[src/rtl/frontend_pkg.sv]
// Shared frontend parameters and helpers for the C1 control stage.
package frontend_pkg;

  localparam int unsigned XLEN             = 32;
  localparam int unsigned LINE_OFFSET_BITS = 4;
  localparam int unsigned CLC_WIDTH        = XLEN - LINE_OFFSET_BITS;
  localparam int unsigned RAS_DEPTH        = 8;
  localparam int unsigned RAS_PTR_W        = $clog2(RAS_DEPTH);
  localparam int unsigned RAS_CNT_W        = RAS_PTR_W + 1;
  localparam logic [XLEN-1:0] RESET_PC     = 32'h0000_0000;

  // Byte address to cache-line number; intra-line offset is dropped.
  function automatic logic [CLC_WIDTH-1:0] line_of(input logic [XLEN-1:0] addr);
    return addr[XLEN-1:LINE_OFFSET_BITS];
  endfunction

endpackage

[src/rtl/c_ras.sv]
// Return-address stack: circular buffer whose oldest entry is overwritten on overflow.
module c_ras
  import frontend_pkg::*;
(
  input  logic            clk,
  input  logic            rst,
  input  logic            push,
  input  logic            pop,
  input  logic            clear,
  input  logic [XLEN-1:0] din,
  output logic [XLEN-1:0] dout,
  output logic            valid
);

  logic [XLEN-1:0]      mem [RAS_DEPTH];
  logic [RAS_PTR_W-1:0] top;
  logic [RAS_CNT_W-1:0] count;

  always_ff @(posedge clk) begin
    if (!rst) begin
      top   <= '0;
      count <= '0;
    end else if (clear) begin
      count <= '0;
    end else if (push && pop) begin
      if (count == '0) count <= RAS_CNT_W'(1);
    end else if (push) begin
      top <= top + RAS_PTR_W'(1);
      if (count != RAS_CNT_W'(RAS_DEPTH)) count <= count + RAS_CNT_W'(1);
    end else if (pop && (count != '0)) begin
      top   <= top - RAS_PTR_W'(1);
      count <= count - RAS_CNT_W'(1);
    end
  end

  // Storage carries no reset; reads are gated by the occupancy count.
  always_ff @(posedge clk) begin
    if (rst && !clear) begin
      if (push && pop)   mem[top] <= din;
      else if (push)     mem[top + RAS_PTR_W'(1)] <= din;
    end
  end

  assign valid = (count != '0);
  assign dout  = valid ? mem[top] : '0;

endmodule

[src/rtl/c_top.sv]
// Frontend C1: fetch line pointer, even/odd cache-line counters and the RAS.
module c_top
  import frontend_pkg::*;
(
  input  logic                 clk,
  input  logic                 rst,
  input  logic                 stall_in,
  input  logic                 resteer,
  input  logic [XLEN-1:0]      resteer_target_D1,
  input  logic                 resteer_taken_D1,
  input  logic [XLEN-1:0]      resteer_target_BR,
  input  logic                 resteer_taken_BR,
  input  logic [XLEN-1:0]      resteer_target_ROB,
  input  logic                 resteer_taken_ROB,
  input  logic                 ras_push,
  input  logic                 ras_pop,
  input  logic [XLEN-1:0]      ras_ret_addr,
  input  logic                 ras_valid_in,
  output logic [CLC_WIDTH-1:0] clc_even,
  output logic [CLC_WIDTH-1:0] clc_odd,
  output logic [XLEN-1:0]      ras_data_out,
  output logic                 ras_valid_out
);

  logic [CLC_WIDTH-1:0] line_q;
  logic [CLC_WIDTH-1:0] line_p1;

  // Redirects outrank stall; ROB is the oldest and wins over BR and D1.
  always_ff @(posedge clk) begin
    if (!rst)                   line_q <= line_of(RESET_PC);
    else if (resteer_taken_ROB) line_q <= line_of(resteer_target_ROB);
    else if (resteer_taken_BR)  line_q <= line_of(resteer_target_BR);
    else if (resteer_taken_D1)  line_q <= line_of(resteer_target_D1);
    else if (!stall_in)         line_q <= line_q + CLC_WIDTH'(2);
  end

  assign line_p1  = line_q + CLC_WIDTH'(1);
  assign clc_even = line_q[0] ? line_p1 : line_q;
  assign clc_odd  = line_q[0] ? line_q  : line_p1;

  c_ras u_ras (
    .clk   (clk),
    .rst   (rst),
    .push  (ras_push & ras_valid_in),
    .pop   (ras_pop),
    .clear (resteer_taken_ROB),
    .din   (ras_ret_addr),
    .dout  (ras_data_out),
    .valid (ras_valid_out)
  );

  // Flush marker and intra-line offsets are consumed further down the pipe.
  logic unused_ok;
  assign unused_ok = ^{resteer,
                       resteer_target_D1[LINE_OFFSET_BITS-1:0],
                       resteer_target_BR[LINE_OFFSET_BITS-1:0],
                       resteer_target_ROB[LINE_OFFSET_BITS-1:0]};

endmodule

[config.mk]
export PLATFORM = sky130hd
export DESIGN_NAME = c_top
export DESIGN_NICKNAME = d
export VERILOG_FILES = /design/src/rtl/frontend_pkg.sv /design/src/rtl/c_ras.sv /design/src/rtl/c_top.sv
export SDC_FILE = /design/constraint.sdc
export NUM_CORES = 1
export LEC_CHECK = 0
export ABC_AREA = 1
export CELL_PAD_IN_SITES_DETAIL_PLACEMENT = 0
export CELL_PAD_IN_SITES_GLOBAL_PLACEMENT = 1
export CORE_MARGIN = 5
export CORE_UTILIZATION = 35
export DETAILED_ROUTE_END_ITERATION = 8
export PLACE_DENSITY = 0.75
export SYNTH_ARGS = -nofsm -noshare
export SYNTH_HDL_FRONTEND = slang
export SYNTH_SLANG_ARGS = --single-unit
[constraint.sdc]
create_clock -name clk -period 3.6 [get_ports clk]
set_clock_uncertainty 0.1 [all_clocks]
set_input_delay 0.72 -clock clk [delete_from_list [all_inputs] [get_ports clk]]
set_output_delay 0.72 -clock clk [all_outputs]
set_load 0.05 [all_outputs]
==> impl_metrics.tcl, run 1 <==
set metrics [dict create \
    core_region_area_um2 38800 \
    final.setup.tns_ps 0 \
    yosys_warnings 0 \
    path_cells "buf_4, ha_1, inv_1, nor2_2, nand2_1, nor2_2, xnor2_1, o21ai_0, buf_12" \
    fin_util 0.470 \
    syn_avg_cell_area_um2 9.72 \
    crit_arrival_ps 2610 \
    ys_ff_latch 294 \
    grt_pass1_vias 10800 \
    worstSkewPairLatency_ps 560 \
    nets 1766 \
    rsz0062_at_grt "no" \
    critPathRequiredTime_ps 2780 \
    reg2regPathDepth 6 \
    cts_sinks 294 \
    gr-usage-all-layers 0.183 \
    hold_viol_final 0 \
    ctsHtreeMaxLevel 1 \
    yosysTopAreaCell "edfxtp_1" \
    drtIter0Drc 688 \
    stdcell_area_um2 18300 \
    hold_depth 2 \
    crit_fanout 6 \
    gr-total-overflow 0 \
    num_io_pins 227 \
    crit_path_end_kind "output port" \
    placed_cell_area_um2 17300 \
    setup_violations 0 \
    yosysSeqAreaShare 0.612 \
    wl_per_cell_um 19.2 \
    grt_max_degree 89 \
    clock-root-buffer "clkbuf_16" \
    dr.pass1.iters 5 \
    cts_hold_repair.buffers 0 \
    yosysMostFrequentCell "nor2_1" \
    synth_edf_count 256 \
    worst_pin_slew_ps 858 \
    die_x_um 209 \
    synth_top_area_frac 0.557 \
    portBuffers 211 \
    top_layer "met5" \
    gp_congestion 0.861 \
    outcome "finished clean" \
    drive_gt1_frac 0.135 \
    slew_violations 0 \
    period_needed_ps 3430 \
    num_vias 10900 \
    synthCells 1421 \
    cts_buffers 31 \
    cap_violations 0 \
    slowest_delay_ps 420 \
    leakage_nw 6.39 \
    worstSetupPathType "reg2out" \
    critPathSlowestCell "o21ai_0" \
    hp-start "u_ras.count[2]" \
    synth_flop_cell "edfxtp_1" \
    met1_length_um 18100 \
    power_density_nw_per_um2 482 \
    grt_pass1_wl_um 63800 \
    synthDistinctLibCells 43 \
    ff2ff_setup_slack_ps 1330 \
    timing.final.crit_share 0.952 \
    async_flop_share 0 \
    synthTopCellsByArea "edfxtp_1, o21ai_0, nor2_1" \
    die_area_um2 43500 \
    ant_nets 0 \
    postCtsSetupBuffers 0 \
    synth_common_cells "nor2_1, edfxtp_1, o21ai_0" \
    rr_endpoint "u_ras.mem[5][24]" \
    max_slew_margin 0.427 \
    fmax_ghz 0.292 \
    syn-num-nets 1567 \
    wl_met2_um 20200 \
    routed_wl_um 41600 \
    hold_end "u_ras.count[2]" \
    post-route-drc-count 0 \
    crit_top_cell "nor2_2" \
    hp-class "reg2reg" \
    r2r-start "u_ras.top[0]" \
    ctsLongestPathBuffers 3 \
    antenna_found_initial 4 \
    clk_pin_slew_worst_paths_ps 60 \
    rows 72 \
    postCtsResizedCells 1 \
    cts_tree "built" \
    startpoint_type "register" \
    initial_utilization 0.356 \
    die_h_um 209 \
    area_delta_synth_final_pct 32.2 \
    whs_ps 402 \
    dr_wl_met3_um 2260 \
    vdd_ir_drop_max_mv 0.455 \
    avgViaCountPerCell 5.04 \
    dpl.hpwl_um 27700 \
    syn_area_um2 13800 \
]
-- cells by family after synthesis --
group,count (synthesis),share of synthesized area
simple gates,542,0.162
xor+xnor,29,0.0184
compound gates,390,0.151
other cells,2,0.000544
fa+ha+maj,8,0.00779
flops,294,0.612
buf+inv,156,0.0483
-- area by class of cell --
| class | count | area (um2) |
|---|---|---|
| Fill cell | 3591 | 20600 |
| Sequential cell | 294 | 8450 |
| Multi-Input combinational cell | 971 | 4760 |
| Timing Repair Buffer | 269 | 3210 |
| Clock buffer | 40 | 840 |
| Tap cell | 518 | 648 |
| Inverter | 53 | 199 |
| Clock inverter | 16 | 144 |
| Antenna cell | 3 | 7.51 |
-- worst max-delay path: cells and delay by family, from the launching register on --
family                   cells  cell delay [ps]
XOR/XNOR                     1               90
AO/OA/AOI/OAI                1              420
adder cells (fa/ha/maj)      1              200
flip-flops                   1              330
AND/OR/NAND/NOR              3              570
buffers and inverters        3              430
-- worst max-delay path by stage --
| stage | startpoint | endpoint | slack [ps] | cells past startpoint |
|---|---|---|---|---|
| 6_report | line_q[1] | clc_odd[10] | 170 | 9 |
| 4_1_cts | line_q[1] | clc_even[17] | 5 | 8 |
| 5_1_grt | line_q[1] | clc_even[10] | 0.5 | 9 |
| 2_1_floorplan | ras_push | u_ras.mem[4][0] | 160 | 6 |
| 3_3_place_gp | rst | u_ras.mem[2][27] | 400 | 9 |
| 3_5_place_dp | rst | u_ras.mem[2][0] | 360 | 8 |
-- per-layer routing --
metal	GRT usage	vias to the layer above
li1	-	5339
met1	0.247	5177
met2	0.310	321
met3	0.0292	58
met4	0.0486	2
met5	0	-
-- stage by stage --
stage | power (mW) | cells | setup slack, ps
after floorplan | 4.88 | 1421 | 159
after global placement | 5.79 | 2105 | 395
after detailed placement | 5.80 | 2105 | 358
after CTS | 8.87 | 2161 | 5.36
after global routing | 9.13 | 2164 | 0.467
final | 8.79 | 2164 | 172
-- state kept, by name (all words and copies together) (netlist names), named ones only --
signal and cells:
u_ras.mem 256, u_ras.count 4, u_ras.top 3, line_q 28
-- placed cells by master, fill, tap and decap left out, types with 15 or more instances in the layout --
master / netlist / layout
nor2_1: 292 / 284
edfxtp_1: 256 / 256
o21ai_0: 223 / 221
nand2_1: 177 / 177
clkdlybuf4s50_1: 0 / 139
buf_12: 0 / 66
a21oi_1: 64 / 64
buf_4: 3 / 60
inv_1: 46 / 45
a31oi_1: 39 / 39
dfxtp_1: 38 / 36
o22ai_1: 32 / 32
clkbuf_16: 0 / 31
nand3_1: 26 / 26
xor2_1: 20 / 20
o21ai_1: 16 / 18
nor2_4: 7 / 15
-- power breakdown --
group          leakage, nW  total, mW  internal (mW)  switching (mW)
Sequential            2.62       3.80           3.75          0.0466
Combinational         3.30       1.93          0.754            1.17
Clock                0.472       3.07           1.78            1.29
Power figures use the tool's default switching activity.
==> inputs of run 2 (changes only) <==
- GPL_ROUTABILITY_DRIVEN: not set -> 0
- PLACE_DENSITY: 0.75 -> not set
- PLACE_DENSITY_LB_ADDON: not set -> 0.1
==> impl_metrics.tcl, run 2 (same netlist as run 1, synthesis figures left out) <==
set metrics [dict create \
    top_regs "u_ras.mem: 256 flops, line_q: 28 flops, u_ras.count: 4 flops" \
    ant_nets 0 \
    slew_violations 0 \
    num_vias 10900 \
    nets 1761 \
    instances_no_fill 2162 \
    die_area_um2 43500 \
    initial_utilization 0.356 \
    die_x_um 209 \
    num_io_pins 227 \
    startpoint_type "register" \
    worst_pin_slew_ps 658 \
    ctsHtreeMaxLevel 2 \
    wl_per_cell_um 19.8 \
    dp_cells 2097 \
    hold_viol_final 0 \
    worstSkewPairLatency_ps 520 \
    final_common_cell "nor2_1" \
    gr-usage-all-layers 0.190 \
    area_delta_synth_final_pct 29.8 \
    largest_reg_flops 256 \
    clk_pin_slew_worst_paths_ps 60 \
    core_region_area_um2 38800 \
    rows 72 \
    die_h_um 209 \
    critPathRequiredTime_ps 2780 \
    antenna_found_initial 3 \
    gr-total-overflow 0 \
    cts_hold_repair.buffers 0 \
    timing.final.crit_share 0.951 \
    portBuffers 211 \
    cts_sinks 294 \
    crit_arrival_ps 2600 \
    routed_wl_um 42800 \
    drtIter0Drc 715 \
    max_slew_margin 0.558 \
    dpl.hpwl_um 28000 \
    avgViaCountPerCell 5.05 \
    drive_gt1_frac 0.136 \
    ctsLongestPathBuffers 3 \
    fmax_ghz 0.292 \
    nFillCells 3658 \
    worstSetupPathType "reg2out" \
    cts_tree "built" \
    dr.pass1.iters 5 \
    period_needed_ps 3420 \
    crit_fanout 7 \
    grt_pass1_wl_um 65600 \
    setup_violations 0 \
    cts_buffers 34 \
    leakage_nw 6.28 \
    grt_max_degree 75 \
    cap_violations 0 \
    outcome "finished clean" \
    power_density_nw_per_um2 502 \
    crit_path_end_kind "output port" \
    final.setup.tns_ps 0 \
    clock-root-buffer "clkbuf_16" \
    largest_register "u_ras.mem" \
    rsz0062_at_grt "no" \
    hp-class "reg2reg" \
    final_cell_mix "nor2_1, edfxtp_1, o21ai_0" \
    post-route-drc-count 0 \
    grt_pass1_vias 10600 \
    vdd_ir_drop_max_mv 0.398 \
]
[run 2: changes by cell type in the layout (fill, tap and decap cells not counted), moves of 2 or more]
cell            delta
dlymetal6s2s_1     -2
bufinv_16          +2
clkbuf_8           -3
buf_4             +27
buf_12            -32
clkbuf_16          +3
clkinv_1           +5
clkbuf_1           -3
[run 2: final timing paths]
kind	slack, ps	end	depth (start not counted)	from
max	180	clc_odd[14]	8	line_q[1]
min	400	u_ras.count[2]	2	u_ras.count[2]
max reg2reg	1300	u_ras.mem[5][27]	6	u_ras.top[0]
min reg2reg	400	u_ras.count[2]	2	u_ras.count[2]
[run 2: area by class of cell]
| cell class | count | area (um2) | area share |
|---|---|---|---|
| Sequential cell | 294 | 8450 | 0.472 |
| Multi-Input combinational cell | 971 | 4760 | 0.265 |
| Timing Repair Buffer | 261 | 2740 | 0.153 |
| Clock buffer | 37 | 862 | 0.0481 |
| Tap cell | 518 | 648 | 0.0362 |
| Clock inverter | 25 | 258 | 0.0144 |
| Inverter | 53 | 200 | 0.0112 |
| Antenna cell | 3 | 7.51 | 0.000419 |
[run 2: repair_timing]
item,4_1_cts,5_1_grt
setup endpoints to repair,0,18
gates resized for setup,0,4
setup buffers,0,0
[run 2: through the flow]
stage          setup WS (ps)  cell area (um2)  hold WS, ps  utilization  total power, mW
2_1_floorplan            159            13800          361            -             4.88
3_3_place_gp             372            16800          397        0.432             5.64
3_5_place_dp             350            16800          393        0.432             5.65
4_1_cts                 13.5            17900          401        0.461             9.11
5_1_grt                 6.57            17900          437        0.462             9.38
6_report                 177            17900          399        0.462             9.00
[run 2: power breakdown]
part | leakage (nW) | total [mW] | internal (mW) | switching (mW)
clock | 0.537 | 3.43 | 2.04 | 1.39
sequential | 2.62 | 3.81 | 3.75 | 0.0589
combinational | 3.12 | 1.75 | 0.621 | 1.13
total | 6.28 | 9.00 | 6.41 | 2.58
[run 2: critical path: stages, from the launching register on]
cell	delay [ps]
dfxtp_2	440
ha_1	290
inv_1	70
nor2_2	180
inv_2	80
nor3_2	290
xor2_1	160
o21ai_0	380
buf_12	190
[run 2: layer usage]
metal	part of all wire	wire, um	global-route usage
met4	0.018	784	0.0439
met5	0	0	0
met3	0.056	2400	0.0360
met1	0.47	20300	0.277
met2	0.45	19300	0.297
